File: src/rtl/core_pkg.sv
// Shared types and helpers for the data-memory access path: FSM states,
// funct3 encodings, byte-enable patterns and store-side data positioning.
package core_pkg;

    typedef enum logic [1:0] {
        IDLE,
        REQ,
        WAIT
    } mem_state_e;

    localparam logic [2:0] F3_B  = 3'b000;
    localparam logic [2:0] F3_H  = 3'b001;
    localparam logic [2:0] F3_W  = 3'b010;
    localparam logic [2:0] F3_BU = 3'b100;
    localparam logic [2:0] F3_HU = 3'b101;

    localparam logic [3:0] BE_BYTE = 4'b0001;
    localparam logic [3:0] BE_HALF = 4'b0011;
    localparam logic [3:0] BE_WORD = 4'b1111;

    // Unsupported size encodings fall through to "misaligned" so they never reach the bus.
    function automatic logic is_aligned(input logic [2:0] funct3, input logic [1:0] offset);
        case (funct3)
            F3_B, F3_BU: return 1'b1;
            F3_H, F3_HU: return ~offset[0];
            F3_W:        return (offset == 2'b00);
            default:     return 1'b0;
        endcase
    endfunction

    function automatic logic [3:0] byte_enables(input logic [2:0] funct3, input logic [1:0] offset);
        case (funct3)
            F3_B, F3_BU: return BE_BYTE << offset;
            F3_H, F3_HU: return BE_HALF << offset;
            default:     return BE_WORD;
        endcase
    endfunction

    // Replicating the store operand puts it in every lane; the byte enables pick the real one.
    function automatic logic [31:0] store_data(input logic [2:0] funct3, input logic [31:0] wdata);
        case (funct3)
            F3_B, F3_BU: return {4{wdata[7:0]}};
            F3_H, F3_HU: return {2{wdata[15:0]}};
            default:     return wdata;
        endcase
    endfunction

endpackage

File: src/rtl/load_extend.sv
// Extracts the addressed byte/halfword from a bus word and sign- or
// zero-extends it to 32 bits. Purely combinational.
module load_extend
    import core_pkg::*;
(
    input  logic [31:0] word,
    input  logic [1:0]  offset,
    input  logic [2:0]  funct3,
    output logic [31:0] data
);

    logic [7:0]  byte_sel;
    logic [15:0] half_sel;

    // Lane selection followed by size/sign extension.
    always_comb begin
        // NOTE: every output of a combinational block gets a default first, so no path can infer a latch.
        byte_sel = word[7:0];
        data     = word;
        case (offset)
            2'd1:    byte_sel = word[15:8];
            2'd2:    byte_sel = word[23:16];
            2'd3:    byte_sel = word[31:24];
            default: byte_sel = word[7:0];
        endcase
        half_sel = offset[1] ? word[31:16] : word[15:0];
        case (funct3)
            F3_B:    data = {{24{byte_sel[7]}}, byte_sel};
            F3_BU:   data = {24'h0, byte_sel};
            F3_H:    data = {{16{half_sel[15]}}, half_sel};
            F3_HU:   data = {16'h0, half_sel};
            default: data = word;
        endcase
    end

endmodule

File: src/rtl/data_mem_ctrl.sv
// Load/store unit front end: turns a core memory strobe into a
// req/gnt/rvalid bus transaction, stalls the pipeline while it is in
// flight, and aborts with bus_err_o if the bus does not answer in time.
module data_mem_ctrl
    import core_pkg::*;
#(
    parameter int TIMEOUT_CYCLES = 16,
    parameter int ADDR_W         = 32
) (
    input  logic              clk_i,
    input  logic              rst_i,
    input  logic              memrd_i,
    input  logic              memw_i,
    input  logic [ADDR_W-1:0] addr_i,
    input  logic [31:0]       wdata_i,
    input  logic [2:0]        funct3_i,
    output logic              stall_o,
    output logic [31:0]       rdata_o,
    output logic              rvalid_o,
    output logic              misalign_o,
    output logic              bus_err_o,
    output logic              bus_req_o,
    output logic              bus_we_o,
    output logic [ADDR_W-1:0] bus_addr_o,
    output logic [3:0]        bus_be_o,
    output logic [31:0]       bus_wdata_o,
    input  logic              bus_gnt_i,
    input  logic              bus_rvalid_i,
    input  logic [31:0]       bus_rdata_i
);

    // Counter only has to hold 0..TIMEOUT_CYCLES-1; the abort fires on the last value.
    localparam int CNT_W = (TIMEOUT_CYCLES > 1) ? $clog2(TIMEOUT_CYCLES) : 1;
    localparam logic [CNT_W-1:0] CNT_LAST = CNT_W'(TIMEOUT_CYCLES - 1);

    mem_state_e       state;
    logic [CNT_W-1:0] count;
    logic [2:0]       funct3_q;
    logic [1:0]       offset_q;
    logic [31:0]      load_data;
    logic             req_seen;
    logic             aligned;
    logic             timeout_hit;
    logic             store_done;
    logic             load_done;

    load_extend u_load_extend (
        .word   (bus_rdata_i),
        .offset (offset_q),
        .funct3 (funct3_q),
        .data   (load_data)
    );

    // Request decode, completion detection and the pipeline stall.
    always_comb begin
        req_seen    = memrd_i | memw_i;
        aligned     = is_aligned(funct3_i, addr_i[1:0]);
        timeout_hit = (TIMEOUT_CYCLES != 0) && (count == CNT_LAST);
        store_done  = (state == REQ) && bus_gnt_i && bus_we_o;
        load_done   = (state == WAIT) && bus_rvalid_i;
        case (state)
            IDLE:    stall_o = req_seen & aligned;
            REQ:     stall_o = ~store_done & ~(timeout_hit & ~bus_gnt_i);
            WAIT:    stall_o = ~load_done & ~timeout_hit;
            default: stall_o = 1'b0;
        endcase
    end

    // Transaction FSM with registered bus fields and one-cycle status pulses.
    // A bus response in the final timeout cycle wins over the abort.
    always_ff @(posedge clk_i) begin
        // NOTE: state registers use non-blocking assignments so every flop samples pre-edge values.
        if (rst_i) begin
            state       <= IDLE;
            count       <= '0;
            funct3_q    <= '0;
            offset_q    <= '0;
            rdata_o     <= '0;
            rvalid_o    <= 1'b0;
            misalign_o  <= 1'b0;
            bus_err_o   <= 1'b0;
            bus_req_o   <= 1'b0;
            bus_we_o    <= 1'b0;
            bus_addr_o  <= '0;
            bus_be_o    <= '0;
            bus_wdata_o <= '0;
        end else begin
            rvalid_o   <= 1'b0;
            misalign_o <= 1'b0;
            bus_err_o  <= 1'b0;
            case (state)
                IDLE: begin
                    if (req_seen) begin
                        if (aligned) begin
                            bus_req_o   <= 1'b1;
                            bus_we_o    <= memw_i;
                            bus_addr_o  <= {addr_i[ADDR_W-1:2], 2'b00};
                            bus_be_o    <= byte_enables(funct3_i, addr_i[1:0]);
                            bus_wdata_o <= store_data(funct3_i, wdata_i);
                            funct3_q    <= funct3_i;
                            offset_q    <= addr_i[1:0];
                            count       <= '0;
                            state       <= REQ;
                        end else begin
                            misalign_o <= 1'b1;
                        end
                    end
                end
                REQ: begin
                    if (bus_gnt_i) begin
                        bus_req_o <= 1'b0;
                        count     <= count + 1'b1;
                        state     <= bus_we_o ? IDLE : WAIT;
                    end else if (timeout_hit) begin
                        bus_req_o <= 1'b0;
                        bus_err_o <= 1'b1;
                        rdata_o   <= '0;
                        state     <= IDLE;
                    end else begin
                        count <= count + 1'b1;
                    end
                end
                WAIT: begin
                    if (bus_rvalid_i) begin
                        rdata_o  <= load_data;
                        rvalid_o <= 1'b1;
                        state    <= IDLE;
                    end else if (timeout_hit) begin
                        bus_err_o <= 1'b1;
                        rdata_o   <= '0;
                        state     <= IDLE;
                    end else begin
                        count <= count + 1'b1;
                    end
                end
                default: state <= IDLE;
            endcase
        end
    end

endmodule

File: config.mk
export PLATFORM = sky130hd
export DESIGN_NAME = data_mem_ctrl
export DESIGN_NICKNAME = d
export VERILOG_FILES = /design/src/rtl/core_pkg.sv /design/src/rtl/load_extend.sv /design/src/rtl/data_mem_ctrl.sv
export SDC_FILE = /design/constraint.sdc
export NUM_CORES = 1
export LEC_CHECK = 0
export ABC_AREA = 0
export BUFFER_PORTS_ARGS = -buffer_cell sky130_fd_sc_hd__buf_4
export CORE_ASPECT_RATIO = 0.8
export CORE_MARGIN = 4
export CORE_UTILIZATION = 52
export CTS_CLUSTER_DIAMETER = 50
export CTS_CLUSTER_SIZE = 28
export DETAILED_ROUTE_END_ITERATION = 16
export PLACE_DENSITY = 0.92
export SLEW_MARGIN = 15
export SYNTH_ARGS = -nofsm -noshare
export SYNTH_HDL_FRONTEND = slang
export SYNTH_HIERARCHICAL = 1
export SYNTH_SLANG_ARGS = --single-unit
File: constraint.sdc
create_clock -name clk_i -period 5.8 [get_ports clk_i]
set_input_delay 0.29 -clock clk_i [delete_from_list [all_inputs] [get_ports clk_i]]
set_output_delay 0.29 -clock clk_i [all_outputs]
set_load 0.05 [all_outputs]
==> metrics <==
synth unique cells 46; DR DRC count 0; Post-Synthesis Cells 652; post-placement cell area 6730 sq um; Setup Viol. Count Final 0; Tcrit/Tclk final 0.424; Die ar. 11800 sq um; clk buf depth 2; Initial Util 0.539; CTS buffer count 17; Resized Gates After CTS 0; maximum net fanout on the critical path 91; static leakage 0.00319 uW; Slew HR 0.373; synth top area cells dfxtp_1, nand2_1, a21oi_1, nor2_1, a22oi_1; number of H-tree levels 4; total power 2410 uW; core outline area 9770 sq um; Max Used Layer met4; Hold Fails Final Rpt 0; All-Layer GR Usage 0.267; hold_ws 0.140 ns; RSZ-0062 raised after global routing no; Syn-to-layout area delta 39.4%; total number of yosys warnings 6; maximum vdd drop 0.000234 V; 1st-iter DRT viols 544; global route overflow 0; first drt pass iteration count 6; post-CTS setup buffer count 0; leading area contributor after synthesis dfxtp_1; Startpoint Class register; Sinks on Clock Net 114; Via Count 5545; cts hold-fix bufs 0; met3 WL 1600 microns; GPL Wtd Cong 0.922; setup TNS 0 ns; Power per Cell Area 328 nW/um^2; Crit path arrival time 2.77 ns; clock tree from TritonCTS done; CTS Root Cell clkbuf_16; crit path capture type register; worst hold path stage count 3; top cell type's share of synthesized area 0.433; Max Slew Vio Count 0; initial antenna violation count 0; fillers 702; status complete, no violations; path depth of the worst reg2reg path 7; drt via density 5.70; n_diodes 0; Worst-Margin Slew 0.941 ns; io pins 211; minimum clock period 2.46 ns; crit path kind reg -> reg; worst hold-check path type in -> reg; Top FF cell, synth dfxtp_1; Reg clk slew, reported paths 0.05 ns; first-pass GRT wire length 25800 microns; final setup margin 3.34 ns; Worst EP required 6.11 ns; Antenna Nets Post-Route 0; Chip Height 98.0 microns; number of synthesized flops with an enable pin 0; asr flop ratio synth 0; Row Count 32; post-DP HPWL 11800 microns; syn_area_per_cell 8.08 sq um; WL met2 7980 microns; Max Clock Freq 406 MHz; fin nets 935; post-synthesis cell area 5270 sq um; max-cap viol count 0; register area share after synthesis 0.433; number of port buffers 208; Die W 121 microns; Worst Setup Slack post-DPL 3.30 ns; synth cell count leaders nand2_1, dfxtp_1, nor2_1; Finished Cell Area 7340 sq um; number of synthesized register bits 114; clock insertion delay at the later pin of the skew report 0.40 ns; drt wl/cell 16.7 microns; Worst Skew 0.00882 ns; count leader, synth nand2_1; Post-Route M1 WL 6140 microns; share of layout cells above drive strength 1 0.304; largest net degree at the start of global routing 116; vias in the first global route 5284; total wire length 16200 microns
## worst max-delay path, stage by stage (launching register included)
cell and delay, ns:
dfxtp_1 0.34, inv_1 0.09, ha_1 0.23, o21ai_0 0.25, a211oi_4 0.25, buf_4 0.73, o211ai_1 0.22, a21oi_1 0.21
## per-layer routing
metal,global-route usage,up-vias
li1,-,2609
met1,0.321,2554
met2,0.440,331
met3,0.0961,51
met4,0.104,0
met5,0,-
## worst paths after layout
kind | startpoint | to | slack (ns)
max | state[1] | bus_wdata_o[30] | 3.34
min | addr_i[12] | bus_addr_o[12] | 0.14
max reg2reg | state[1] | bus_wdata_o[30] | 3.34
min reg2reg | bus_addr_o[10] | bus_addr_o[10] | 0.46
## layout make-up
cell class,count,area [sq um],share of cell area
well taps,136,170,0.0232
clock buffers,21,480,0.0654
flip-flops and latches,114,2280,0.311
inverters,10,37.5,0.00511
clock inverters,9,130,0.0177
multi-input cells,471,2660,0.362
repair buffers,211,1590,0.216
## cell usage in the layout (no fill, tap or decap), drive strengths merged, types with 6 or more instances in the layout
cell,netlist,routed
buf,26,211
nand2,167,167
dfxtp,114,114
nor2,66,66
a21oi,61,61
a22oi,32,32
clkbuf,32,21
mux2i,18,18
a211oi,15,15
o211ai,12,12
nor3,10,10
a311oi,10,10
inv,9,9
a221o,8,8
o22a,8,8
a31oi,6,6
## flip-flops by register name, summed over array words and instances, names as in the netlist, 2 cells and up
name / cells
funct3_q: 3
bus_addr_o: 30
rdata_o: 32
count: 4
state: 2
bus_wdata_o: 32
offset_q: 2
bus_be_o: 4
## per-stage QoR
step | cells | util
after floorplan | 653 | -
after global placement | 942 | 0.689
after detailed placement | 942 | 0.689
after CTS | 972 | 0.751
after global routing | 972 | 0.752
final | 972 | 0.752
## report_power, final
| group | switching [uW] | leakage, uW | total [uW] | internal, uW |
|---|---|---|---|---|
| combinational | 320 | 0.00198 | 494 | 174 |
| sequential | 28.0 | 0.000929 | 854 | 826 |
| clock | 347 | 0.000289 | 1060 | 714 |
## logic make-up after synthesis
kind of cell / synth area share
buf+inv: 0.0655
mux: 0.0434
flops: 0.433
simple gates: 0.207
fa+ha+maj: 0.0119
other cells: 0.000712
compound gates: 0.238
Note: power is estimated with default switching activity, not from simulation.
